File: config.mk
export PLATFORM = sky130hd
export DESIGN_NAME = fifo_tx
export DESIGN_NICKNAME = d
export VERILOG_FILES = /design/src/rtl/zigbee_fifo_pkg.sv /design/src/rtl/fifo_tx_serializer.sv /design/src/rtl/fifo_tx.sv
export SDC_FILE = /design/constraint.sdc
export NUM_CORES = 1
export LEC_CHECK = 0
export CORE_ASPECT_RATIO = 0.75
export CORE_MARGIN = 10
export CORE_UTILIZATION = 44
export DETAILED_ROUTE_END_ITERATION = 8
export GPL_ROUTABILITY_DRIVEN = 1
export MAX_ROUTING_LAYER = met4
export SYNTH_ARGS = -nofsm -noshare
export SYNTH_HDL_FRONTEND = slang
export SYNTH_HIERARCHICAL = 1
export SYNTH_SLANG_ARGS = --single-unit
File: constraint.sdc
create_clock -name clk -period 3.54 [get_ports clk]
set_clock_uncertainty 0.15 [all_clocks]
set_input_delay 1.062 -clock clk [delete_from_list [all_inputs] [get_ports clk]]
set_output_delay 1.062 -clock clk [all_outputs]
set_load 0.05 [all_outputs]
File: src/rtl/zigbee_fifo_pkg.sv
// Shared definitions for the transmit and receive byte FIFOs.
package zigbee_fifo_pkg;

  // Serializer / deserializer state.
  typedef enum logic {
    IDLE  = 1'b0,
    SHIFT = 1'b1
  } ser_state_e;

  localparam int unsigned DefaultWidth     = 8;
  localparam int unsigned DefaultDepth     = 64;
  localparam int unsigned DefaultClkPerBit = 4;

  // Pointer width: address bits plus one wrap bit.
  function automatic int unsigned ptr_w(input int unsigned depth);
    return $clog2(depth) + 1;
  endfunction

  // Counter width able to hold 0..n-1, never narrower than one bit.
  function automatic int unsigned cnt_w(input int unsigned n);
    return (n > 1) ? $clog2(n) : 1;
  endfunction

endpackage

File: src/rtl/fifo_tx_serializer.sv
// Parallel-in/serial-out back end: shifts each loaded byte out LSB-first,
// holding every bit for CLK_PER_BIT cycles, with back-to-back frames.
module fifo_tx_serializer
  import zigbee_fifo_pkg::*;
#(
  parameter int unsigned WIDTH       = DefaultWidth,
  parameter int unsigned CLK_PER_BIT = DefaultClkPerBit
) (
  input  logic             clk,
  input  logic             reset,
  input  logic             tx_enable,
  input  logic             fifo_empty,
  input  logic             load,
  input  logic [WIDTH-1:0] byte_in,
  output logic             req_pop,
  output logic             data_out,
  output logic             data_valid,
  output logic             tx_busy
);

  localparam int unsigned ClkCntW = cnt_w(CLK_PER_BIT);
  localparam int unsigned BitCntW = cnt_w(WIDTH);
  localparam logic [ClkCntW-1:0] ClkLast = ClkCntW'(CLK_PER_BIT - 1);
  localparam logic [BitCntW-1:0] BitLast = BitCntW'(WIDTH - 1);

  ser_state_e         state_q, state_d;
  logic [WIDTH-1:0]   shreg_q, shreg_d;
  logic [BitCntW-1:0] bit_cnt_q, bit_cnt_d;
  logic [ClkCntW-1:0] clk_cnt_q, clk_cnt_d;
  logic               bit_end;
  logic               frame_end;

  assign bit_end   = (state_q == SHIFT) && (clk_cnt_q == ClkLast);
  assign frame_end = bit_end && (bit_cnt_q == BitLast);

  // Ask storage for a byte when idle or on the final cycle of a frame.
  assign req_pop = tx_enable && !fifo_empty && ((state_q == IDLE) || frame_end);

  // Next-state, shift register and bit/clock counters.
  always_comb begin
    state_d   = state_q;
    shreg_d   = shreg_q;
    bit_cnt_d = bit_cnt_q;
    clk_cnt_d = clk_cnt_q;
    unique case (state_q)
      IDLE: begin
        if (load) begin
          shreg_d   = byte_in;
          bit_cnt_d = '0;
          clk_cnt_d = '0;
          state_d   = SHIFT;
        end
      end
      SHIFT: begin
        if (bit_end) begin
          clk_cnt_d = '0;
          shreg_d   = shreg_q >> 1;
          bit_cnt_d = bit_cnt_q + 1'b1;
          if (frame_end) begin
            if (load) begin
              // Next frame starts with no idle gap.
              shreg_d   = byte_in;
              bit_cnt_d = '0;
            end else begin
              state_d = IDLE;
            end
          end
        end else begin
          clk_cnt_d = clk_cnt_q + 1'b1;
        end
      end
      default: state_d = IDLE;
    endcase
  end

  // Serializer state register with synchronous reset.
  always_ff @(posedge clk) begin
    if (reset) begin
      state_q   <= IDLE;
      shreg_q   <= '0;
      bit_cnt_q <= '0;
      clk_cnt_q <= '0;
    end else begin
      state_q   <= state_d;
      shreg_q   <= shreg_d;
      bit_cnt_q <= bit_cnt_d;
      clk_cnt_q <= clk_cnt_d;
    end
  end

  // Frame outputs are only meaningful while shifting.
  always_comb begin
    data_valid = (state_q == SHIFT);
    tx_busy    = (state_q == SHIFT);
    data_out   = (state_q == SHIFT) && shreg_q[0];
  end

endmodule

File: src/rtl/fifo_tx.sv
// Transmit byte FIFO: APB write-only front end, circular storage with
// wrap-bit pointers, and a serializer draining bytes when tx_enable is high.
module fifo_tx
  import zigbee_fifo_pkg::*;
#(
  parameter int unsigned WIDTH       = DefaultWidth,
  parameter int unsigned DEPTH       = DefaultDepth,
  parameter int unsigned CLK_PER_BIT = DefaultClkPerBit
) (
  input  logic                      clk,
  input  logic                      reset,
  input  logic                      psel,
  input  logic                      penable,
  input  logic                      pwrite,
  input  logic [WIDTH-1:0]          pwdata,
  output logic                      pready,
  output logic                      pslverr,
  input  logic                      tx_enable,
  output logic                      data_out,
  output logic                      data_valid,
  output logic                      tx_busy,
  output logic                      full,
  output logic                      empty,
  output logic [ptr_w(DEPTH)-1:0]   level
);

  localparam int unsigned PtrW  = ptr_w(DEPTH);
  localparam int unsigned AddrW = PtrW - 1;

  logic [WIDTH-1:0] mem_q [DEPTH];
  logic [PtrW-1:0]  wr_ptr_q, wr_ptr_d;
  logic [PtrW-1:0]  rd_ptr_q, rd_ptr_d;
  logic             access;
  logic             wr_en;
  logic             pop;
  logic [WIDTH-1:0] rd_byte;

  // Flags come from pre-edge pointers, so a write into an empty FIFO is not
  // popped in the same cycle and a write while full is refused even on a pop.
  always_comb begin
    empty  = (wr_ptr_q == rd_ptr_q);
    full   = (wr_ptr_q[AddrW-1:0] == rd_ptr_q[AddrW-1:0]) &&
             (wr_ptr_q[AddrW] != rd_ptr_q[AddrW]);
    level  = wr_ptr_q - rd_ptr_q;
    access = psel && penable;
    wr_en  = access && pwrite && !full;
    // Reads are unsupported; writes while full are dropped.
    pslverr = access && (!pwrite || full);
    pready  = 1'b1;
    rd_byte = mem_q[rd_ptr_q[AddrW-1:0]];
  end

  // Pointer next-state; both may move in one cycle.
  always_comb begin
    wr_ptr_d = wr_ptr_q;
    rd_ptr_d = rd_ptr_q;
    if (wr_en) wr_ptr_d = wr_ptr_q + 1'b1;
    if (pop)   rd_ptr_d = rd_ptr_q + 1'b1;
  end

  // Pointer registers with synchronous reset.
  always_ff @(posedge clk) begin
    if (reset) begin
      wr_ptr_q <= '0;
      rd_ptr_q <= '0;
    end else begin
      wr_ptr_q <= wr_ptr_d;
      rd_ptr_q <= rd_ptr_d;
    end
  end

  // Storage array; contents need no reset since the pointers gate them.
  always_ff @(posedge clk) begin
    if (wr_en) mem_q[wr_ptr_q[AddrW-1:0]] <= pwdata;
  end

  fifo_tx_serializer #(
    .WIDTH       (WIDTH),
    .CLK_PER_BIT (CLK_PER_BIT)
  ) u_serializer (
    .clk        (clk),
    .reset      (reset),
    .tx_enable  (tx_enable),
    .fifo_empty (empty),
    .load       (pop),
    .byte_in    (rd_byte),
    .req_pop    (pop),
    .data_out   (data_out),
    .data_valid (data_valid),
    .tx_busy    (tx_busy)
  );

endmodule

==> impl_metrics.json, run 1 <==
{
  "grt_setup_unrepaired": "true",
  "path_clk_slew_ps": 70,
  "final_common_cell": "edfxtp_1",
  "critPathCaptureType": "output port",
  "port_buffers": 26,
  "synth-seq-area-share_pct": 74.07,
  "synth_top_area_cell": "edfxtp_1",
  "max_slew.worst_pin.slew_ps": 752.6,
  "antenna_found_initial": 0,
  "grt_pass1_wl_um": 74530,
  "first_pass_iters": 5,
  "ir_worst_vdd_mv": 0.3884,
  "coreArea_um2": 48700,
  "critical_path.top_delay_family": "compound AO/OA/AOI/OAI gates",
  "num-nets-final": 1271,
  "max_freq_ghz": 0.2640,
  "synth_cells": 1103,
  "async_flop_share_pct": 0,
  "maxCapViolations": 0,
  "timing.final.crit_share_pct": 107.0,
  "gp_congestion": 0.8310,
  "slowest_delay_ps": 380,
  "grt_overflow": 0,
  "clk_path_buf_depth": 3,
  "setup_violations": 2,
  "vias": 11050,
  "hold_buffers": 0,
  "totalWireLength_um": 50130,
  "ys_types": 59,
  "final_cell_mix": "edfxtp_1, mux4_2, buf_4",
  "hold_violations": 0,
  "yosysTopAreaCellShare_pct": 70.93,
  "critPathLaunchType": "flop",
  "path_buf_inv": 3,
  "syn_avg_cell_area_um2": 19.65,
  "cts_tree": "yes",
  "path_max_fanout": 4,
  "synth_area_um2": 21680,
  "final_antenna_net_count": 0,
  "clock-root-buffer": "clkbuf_16",
  "ys.flop_type": "edfxtp_1",
  "die_x_um": 276.3,
  "violations": "setup timing",
  "dieHeight_um": 212.2,
  "grt_pass1_vias": 10970,
  "ctsHtreeMaxLevel": 2,
  "fin_crit_ps": 3788,
  "wl_per_cell_um": 25.89,
  "area_growth_pct": 16.20,
  "dieArea_um2": 58640,
  "synth_edf_count": 512,
  "final.setup.tns_ps": -285.5,
  "slew-limit-headroom_pct": 49.83,
  "worstPathCellList": "inv_4, ha_4, inv_2, fa_2, a21o_1, a21oi_2, o21bai_1, a21oi_2, xnor2_2, buf_12",
  "path_common_cell": "a21oi_2",
  "nFillCells": 3946,
  "drive_gt1_share_pct": 28.75,
  "setup_ws_ps": -248.3,
  "arrival_ps": 2580,
  "grt.total_usage_pct": 17.55,
  "grt_max_degree": 65,
  "r2r_setup_slack_ps": 420,
  "slowest_stage": "fa_2",
  "num_io_pins": 28,
  "rows": 70,
  "cellPowerDensity_nw_per_um2": 533.9,
  "timing.final.max_slew_violations": 0,
  "clkLatencyLatePin_ps": 570,
  "criticalPathCategory": "flop to output port",
  "place_hpwl_um": 32360,
  "final_util_pct": 51.73,
  "synthTopCellsByArea": "edfxtp_1, mux4_2, dfxtp_1",
  "hp-class": "flop to flop",
  "cts-buffers-inserted": 50,
  "syn_nets": 1129,
  "status": "finished with violations",
  "drtIter0Drc": 1149,
  "remaining_drc_errors": 0,
  "viasPerCell": 5.706,
  "initial_core_util_pct": 44.51,
  "crit_required_ps": 2330,
  "cts_num_sinks": 546,
  "synth_warnings": 6,
  "power_leakage_nw": 7.865,
  "ys_ff_latch": 546
}
[through the flow]
stage	total power, mW	hold slack [ps]	worst slack (ps)	instance area [µm²]	cells
final	13.45	313.0	-248.3	25190	1936
after global routing	13.90	337.7	-320.6	25190	1935
after CTS	13.55	318.1	-153.9	25120	1932
after detailed placement	8.004	308.5	197.3	23350	1836
after global placement	7.997	298.9	245.9	23350	1836
after floorplan	7.700	286.6	210.3	21680	1103
[report_power, final]
group          internal [mW]  total [mW]  switching (mW)
Clock                   3.25        5.57            2.33
Sequential              7.07        7.11          0.0404
Combinational          0.336       0.767           0.431
Total                   10.6        13.4            2.80
[cell type report]
cell class / instances / area (µm²) / area share, %
clock buffer: 71 / 1424 / 5.653
clock inverter: 23 / 272.8 / 1.083
multi-input combinational: 484 / 5223 / 20.73
timing repair buffer: 150 / 1329 / 5.275
inverter: 13 / 51.30 / 0.2037
tap: 648 / 810.8 / 3.219
sequential: 546 / 16080 / 63.82
antenna: 1 / 2.502 / 0.009934
[cell usage after synthesis, drive strengths merged (2+ instances only)]
library cell,count
a21oi,24
mux4,128
nand3b,3
or3,6
o221ai,8
or4,3
mux2i,27
o22ai,15
or2,3
dfxtp,34
dlygate4sd1,2
ha,11
clkbuf,8
nand4,7
or3b,2
o21ai,29
a22o,5
a21o,4
nand2b,3
a211oi,7
a22oi,4
a221oi,6
inv,13
o211ai,4
nand3,14
and2,6
mux2,2
buf,50
nand2,32
a311oi,7
nor2b,6
edfxtp,512
xor2,5
nor3b,3
xnor2,8
nor2,92
[state kept, by name, summed over array words and instances (netlist names), named ones only]
| register | count |
|---|---|
| rd_ptr_q | 7 |
| u_serializer/shreg_q | 8 |
| wr_ptr_q | 7 |
| u_serializer/clk_cnt_q | 2 |
| u_serializer/bit_cnt_q | 3 |
| mem_q | 512 |
| u_serializer/data_valid | 1 |
[worst paths after layout]
| check | to | cells past startpoint | startpoint |
|---|---|---|---|
| worst max-delay path | level[6] | 10 | wr_ptr_q[0] |
| worst min-delay path | u_serializer/bit_cnt_q[1] | 2 | u_serializer/bit_cnt_q[1] |
| worst max register to register | u_serializer/shreg_q[5] | 8 | flop |
| worst min register to register | u_serializer/bit_cnt_q[1] | 2 | u_serializer/bit_cnt_q[1] |
[kinds of logic (layout without fill, tap and decap cells)]
kind of cell	count (synthesis)	after routing	share of synthesized area (%)
flops	546	546	74.07
mux	157	157	14.84
fa+ha+maj	12	12	0.7273
simple gates	183	183	3.937
other cells	1	2	0.01730
buf+inv	73	257	2.245
compound gates	118	118	3.642
xor+xnor	13	13	0.5253
[worst min-delay path, stage by stage, from the launching register on]
cell and delay, ps:
dfxtp_1 310, nand2_1 50, a21oi_1 50
[timing repair]
item / in CTS / in global routing
endpoints found under the setup margin: 6 / 4
buffers inserted: 2 / 4
pin swaps: 5 / 8
gates resized for setup: 14 / 11
[per-layer routing]
metal / global-route usage (%) / vias up / part of all wire (%)
met4: 3.348 / 0 / 1.4
li1: - / 4806 / -
met3: 4.403 / 61 / 8.3
met2: 25.06 / 392 / 44
met5: - / - / 0
met1: 25.31 / 5787 / 46
Note: power is estimated with default switching activity, not from simulation.
==> run 2: changes to the inputs <==
--- a/config.mk
+++ b/config.mk
@@ -5,6 +5,7 @@
 export SDC_FILE = /design/constraint.sdc
 export NUM_CORES = 1
 export LEC_CHECK = 0
+export ABC_AREA = 1
 export CORE_ASPECT_RATIO = 0.75
 export CORE_MARGIN = 10
 export CORE_UTILIZATION = 44
==> run 2 against run 1 <==
The flow now finishes without violations. Maximum frequency up 9.7%. Core utilization down 1.4 points. Hold slack better by 8.6 ps. Flip-flop and latch count stayed put. Via count up 39%. Combinational power is 67% higher. Final cell count up 47%. Wire length rose by 20%. Global-route usage grew 2.2 points. First-iteration DRC count increased by 38%.
==> impl_metrics.json, run 2 <==
{
  "pwr-share-comb_pct": 9.3,
  "port_buffers": 26,
  "slowest_delay_ps": 350,
  "synth_compound_area_share_pct": 0.8091,
  "die_x_um": 283.4,
  "area_growth_pct": 13.28,
  "maxCapViolations": 0,
  "multi_input_area_um2": 5908,
  "cts-buffers-inserted": 51,
  "slowest_stage": "dfxtp_2",
  "criticalPathCategory": "flop to output port",
  "critical_path.top_delay_family": "adder cells",
  "dieHeight_um": 217.5,
  "worstPathCellList": "inv_4, ha_1, inv_1, fa_2, nand3_1, nand2_1, nand2_1, nand2_2, xnor2_4, buf_12",
  "grt.total_usage_pct": 19.77,
  "initial_core_util_pct": 44.42,
  "hold_violations": 0,
  "crit_cells": 10,
  "largest_reg_flops": 512,
  "cts_num_sinks": 546,
  "dp.cells": 2755,
  "synth-seq-area-share_pct": 70.15,
  "timing.final.max_slew_violations": 0,
  "async_flop_share_pct": 0,
  "hp-class": "flop to flop",
  "gp_congestion": 0.8957,
  "arrival_ps": 2240,
  "reg2reg_to": "u_serializer/shreg_q[1]",
  "setup_ws_ps": 88.16,
  "nFillCells": 4531,
  "detailedPlace.worstSlack_ps": 225.4,
  "regArea_um2": 16070,
  "rows": 72,
  "synth_top_family_by_area": "simple AND/OR/NAND/NOR gates",
  "critPathLaunchType": "flop",
  "drive_gt1_share_pct": 10.45,
  "worstRegToRegCells": 13,
  "hp-start": "u_serializer/bit_cnt_q[1]",
  "synth_warnings": 6,
  "grt_overflow": 0,
  "synth_most_common_cell": "nand2_1",
  "grt_max_degree": 143,
  "cellPowerDensity_nw_per_um2": 532.8,
  "pwr-share-seq_pct": 51.4,
  "ys_types": 36,
  "synthAdderAreaFrac_pct": 0.6888,
  "synth_cells": 2038,
  "synthTopCellsByCount": "nand2_1, edfxtp_1, nand3_1",
  "fin_crit_ps": 3452,
  "internal-power_mw": 10.52,
  "clkLatencyLatePin_ps": 600,
  "synthSimpleGateAreaFrac_pct": 23.70,
  "final_antenna_net_count": 0,
  "worstHoldPathCells": 2,
  "synthMuxAreaShare_pct": 0,
  "coreArea_um2": 51530,
  "dieArea_um2": 61640,
  "critPathCaptureType": "output port",
  "antenna_found_initial": 0,
  "final_common_cell": "nand2_1",
  "grt_pass1_vias": 14910,
  "path_buf_inv": 3,
  "cts_tree": "yes",
  "clk_path_buf_depth": 3,
  "status": "finished clean",
  "num-nets-final": 2132,
  "synth_top_area_cell": "edfxtp_1",
  "whs_ps": 321.5,
  "first_pass_iters": 8,
  "totalWireLength_um": 59920,
  "ys.flop_type": "edfxtp_1",
  "timing.final.crit_share_pct": 97.51,
  "path_max_fanout": 4,
  "path_clk_slew_ps": 60,
  "syn_avg_cell_area_um2": 11.23,
  "synth_xor_area_share_pct": 0.3772,
  "viasPerCell": 5.378,
  "grt_setup_unrepaired": "true",
  "r2r_setup_slack_ps": 640,
  "p_switching_mw": 3.298,
  "ctsHtreeMaxLevel": 2,
  "clock-root-buffer": "clkbuf_16",
  "ys_ff_latch": 546,
  "ir_worst_vdd_mv": 0.3559,
  "syn_nets": 2064,
  "grt_pass1_wl_um": 90890,
  "cp-startpoint": "wr_ptr_q[0]",
  "power_frac_clock_pct": 39.4,
  "synth_edf_count": 512,
  "synth_area_um2": 22890,
  "path_common_cell": "nand2_1",
  "fin_cells": 2846,
  "remaining_drc_errors": 0,
  "max_slew.worst_pin.slew_ps": 1048,
  "min_to": "u_serializer/bit_cnt_q[1]",
  "drtIter0Drc": 1580,
  "yosysTopAreaCellShare_pct": 67.17,
  "num_io_pins": 28,
  "wl_per_cell_um": 21.05,
  "final.setup.tns_ps": 0,
  "antennaDiodeCount": 0,
  "final_util_pct": 50.32,
  "synthTopCellsByArea": "edfxtp_1, nand2_1, nand3_1",
  "slew-limit-headroom_pct": 30.03,
  "hold_buffers": 0,
  "place_hpwl_um": 36280,
  "vias": 15310,
  "switching_share_pct": 23.87,
  "setup_violations": 0,
  "final_cell_mix": "nand2_1, edfxtp_1, nand3_1",
  "crit_required_ps": 2330,
  "power_leakage_nw": 9.472,
  "max_freq_ghz": 0.2897
}
[run 2: changes by cell type in the layout (fill, tap and decap cells not counted), moves of 7 or more]
cell,change
a211oi_1,-7
a311oi_1,-7
buf_4,-23
inv_1,+35
mux2i_1,-27
mux4_1,-11
mux4_2,-117
nand2_1,+670
nand3_1,+446
nor3_1,+9
o21ai_0,-14
o221ai_1,-8
o22ai_1,-15
[run 2: cell type report]
class	count	share of cell area, %
inverters	51	0.7866
clock buffers	69	5.424
flip-flops and latches	546	61.99
repair buffers	131	4.768
well taps	703	3.393
clock inverters	21	0.8542
multi-input cells	1325	22.79
[run 2: how the worst max path moves through the flow]
stage                              end  slack (ps)
after floorplan               level[6]         160
after global placement    mem_q[30][3]         270
after detailed placement  mem_q[30][3]         230
after CTS                     level[6]           7
after global routing          level[6]         -20
final                         level[6]          90
[run 2: worst reg2reg max path, stage by stage (launching register included)]
cell and delay (ps):
dfxtp_4 370, inv_4 670, buf_4 390, nand3_1 100
nand3_1 100, nand2_1 110, nand2_1 90, nand3_1 70
nand3_1 250, nand2_1 200, nand2_1 120, nand3_1 70
nand2_1 80, inv_1 40
[run 2: power by group through the flow]
| stage | Clock, mW | Sequential [mW] | Combinational [mW] |
|---|---|---|---|
| 2_1_floorplan | 0 | 7.23 | 0.873 |
| 3_3_place_gp | 0 | 7.23 | 1.25 |
| 3_5_place_dp | 0 | 7.23 | 1.27 |
| 6_report | 5.44 | 7.10 | 1.28 |
| 5_1_grt | 5.80 | 7.09 | 1.41 |
| 4_1_cts | 5.51 | 7.10 | 1.27 |
[run 2: cells by family after synthesis]
| group | count (synthesis) |
|---|---|
| AND/OR/NAND/NOR | 1269 |
| buffers and inverters | 167 |
| other | 1 |
| AO/OA/AOI/OAI | 34 |
| flip-flops | 546 |
| XOR/XNOR | 9 |
| adder cells (fa/ha/maj) | 12 |
[run 2: timing repair]
| action | in CTS | in global routing |
|---|---|---|
| pin swaps | 1 | 2 |
| gates resized for setup | 7 | 10 |
| setup buffers | 1 | 0 |
| endpoints found under the setup margin | 5 | 3 |
| gates cloned | 0 | 0 |
[run 2: metal layers]
layer / GRT usage [%] / up-vias / part of all wire [%] / wire length, µm
li1: - / 7199 / - / -
met1: 27.99 / 7375 / 46 / 27490
met2: 29.22 / 636 / 44 / 26200
met3: 3.842 / 97 / 8.4 / 5030
met4: 4.408 / 0 / 2.0 / 1194
met5: - / - / 0 / 0
[run 2: through the flow]
stage,cell area [µm²],power [mW]
floorplan,22890,8.106
global placement,24240,8.487
detailed placement,24240,8.499
CTS,25890,13.88
global route,25930,14.31
finish,25930,13.81
==> run 3: changes to the inputs <==
--- a/config.mk
+++ b/config.mk
@@ -11,6 +11,7 @@
 export CORE_UTILIZATION = 44
 export DETAILED_ROUTE_END_ITERATION = 8
 export GPL_ROUTABILITY_DRIVEN = 1
+export GPL_TIMING_DRIVEN = 0
 export MAX_ROUTING_LAYER = met4
 export SYNTH_ARGS = -nofsm -noshare
 export SYNTH_HDL_FRONTEND = slang
==> run 3 against run 2 <==
The run now ends with setup timing left. Final cell count increased by 0.91%. Critical path depth is 2 lower. Die area stayed put. Sequential power barely moved. First-iteration DRC count increased by 41%. Global-route usage up 2.8 points. Largest power group unchanged. Maximum frequency down 5.0%. Critical path type is now flop to flop. Combinational power grew 16%. Non-clock buffer count increased by 19. Sequential share of layout area grew 0.21 points. Wire length increased by 15%. Critical endpoint is now mem_q[9][2].
==> impl_metrics.json, run 3 (synthesized netlist as in run 2, its figures left out) <==
{
  "fin_cells": 2872,
  "gp_congestion": 0.9751,
  "slowest_delay_ps": 990,
  "slowest_stage": "nor2_1",
  "worstRegToRegCells": 8,
  "grt_pass1_wl_um": 99770,
  "drtIter0Drc": 2224,
  "fin_crit_ps": 3632,
  "total_power_mw": 14.02,
  "maxCapViolations": 0,
  "final_cell_mix": "nand2_1, edfxtp_1, nand3_1",
  "first_pass_iters": 5,
  "initial_core_util_pct": 44.42,
  "cts_tree": "yes",
  "slew-limit-headroom_pct": 14.24,
  "viasPerCell": 5.550,
  "totalWireLength_um": 68870,
  "coreArea_um2": 51530,
  "timing.final.crit_share_pct": 102.6,
  "hold_buffers": 0,
  "dieArea_um2": 61640,
  "grt.total_usage_pct": 22.54,
  "regArea_um2": 16060,
  "setup_violations": 24,
  "max_freq_ghz": 0.2754,
  "final_common_cell": "nand2_1",
  "status": "finished with violations",
  "hold_violations": 0,
  "worstHoldPathCells": 2,
  "violations": "setup timing",
  "critPathLaunchType": "flop",
  "crit_required_ps": 3610,
  "placed_area_um2": 24110,
  "worstPathCellList": "ha_1, nand2_1, inv_1, nand3_2, nand2_4, nor2_2, nand3_1, nor2_1",
  "design_area_um2": 25830,
  "largest_reg_flops": 512,
  "place_hpwl_um": 47180,
  "final_antenna_net_count": 0,
  "vias": 15940,
  "dp.cells": 2772,
  "num-nets-final": 2153,
  "cts_num_sinks": 546,
  "timing.final.max_slew_violations": 0,
  "grt_max_degree": 65,
  "area_growth_pct": 12.85,
  "max_slew.worst_pin.slew_ps": 1282,
  "cts-buffers-inserted": 53,
  "critPathCaptureType": "flop",
  "power_leakage_nw": 9.404,
  "clock-root-buffer": "clkbuf_16",
  "port_buffers": 26,
  "num_io_pins": 28,
  "remaining_drc_errors": 0,
  "nFillCells": 4644,
  "ctsHtreeMaxLevel": 2,
  "antenna_found_initial": 0,
  "hp-class": "flop to flop",
  "multi_input_area_um2": 5954,
  "ir_worst_vdd_mv": 0.3339,
  "wl_per_cell_um": 23.98,
  "path_clk_slew_ps": 60,
  "arrival_ps": 3700,
  "clk_path_buf_depth": 3,
  "grt_overflow": 0,
  "cellPowerDensity_nw_per_um2": 542.9,
  "setup_ws_ps": -91.70,
  "detailedPlace.worstSlack_ps": -681.8,
  "clkLatencyLatePin_ps": 620,
  "criticalPathCategory": "flop to flop",
  "grt_setup_unrepaired": "true",
  "dieHeight_um": 217.5,
  "path_max_fanout": 9,
  "rows": 72,
  "grt_pass1_vias": 14780,
  "drive_gt1_share_pct": 10.75,
  "final_util_pct": 50.13,
  "die_x_um": 283.4
}
## run 3: power by group
group | switching (mW) | internal [mW] | leakage, nW
clock | 2.42 | 3.02 | 0.793
combinational | 1.06 | 0.426 | 3.73
sequential | 0.0175 | 7.08 | 4.88
total | 3.50 | 10.5 | 9.40
## run 3: final cells by class
class | count | share of cell area [%]
buffer | 116 | 3.013
multi-input combinational | 1325 | 23.05
inverter | 51 | 0.7702
sequential | 546 | 62.19
clock inverter | 23 | 0.6103
clock buffer | 73 | 5.667
tap | 703 | 3.405
antenna | 1 | 0.009688
timing repair buffer | 34 | 1.279
## run 3: worst max-delay path: cells and delay by family (launching register included)
kind	cells	cell delay (ps)
flip-flops	1	550
AND/OR/NAND/NOR	6	2120
buffers and inverters	1	70
adder cells (fa/ha/maj)	1	340
## run 3: final timing paths
check / slack (ps) / endpoint / start
max: -90 / mem_q[9][2] / wr_ptr_q[4]
min: 320 / u_serializer/shreg_q[7] / u_serializer/shreg_q[7]
max reg2reg: -90 / mem_q[9][2] / wr_ptr_q[4]
min reg2reg: 320 / u_serializer/shreg_q[7] / u_serializer/shreg_q[7]
## run 3: per-stage QoR
step	hold WS [ps]	TNS (ps)
global route	346.3	-2421
global placement	306.1	-554160
CTS	326.1	-3.888
floorplan	286.6	0
detailed placement	317.3	-142230
finish	321.0	-1002
## run 3: layer usage
metal	vias up	part of all wire, %	global-route usage (%)
met4	0	2.1	5.116
met1	7792	47	33.60
met3	99	10	4.685
li1	7259	-	-
met5	-	0	-
met2	790	41	31.03
## run 3: repair_timing
| action | in CTS | in global routing |
|---|---|---|
| endpoints found under the hold margin | 0 | 0 |
| setup buffers | 1 | 2 |
| setup endpoints to repair | 18 | 103 |
| resized for setup | 43 | 27 |
| pin swaps | 0 | 5 |
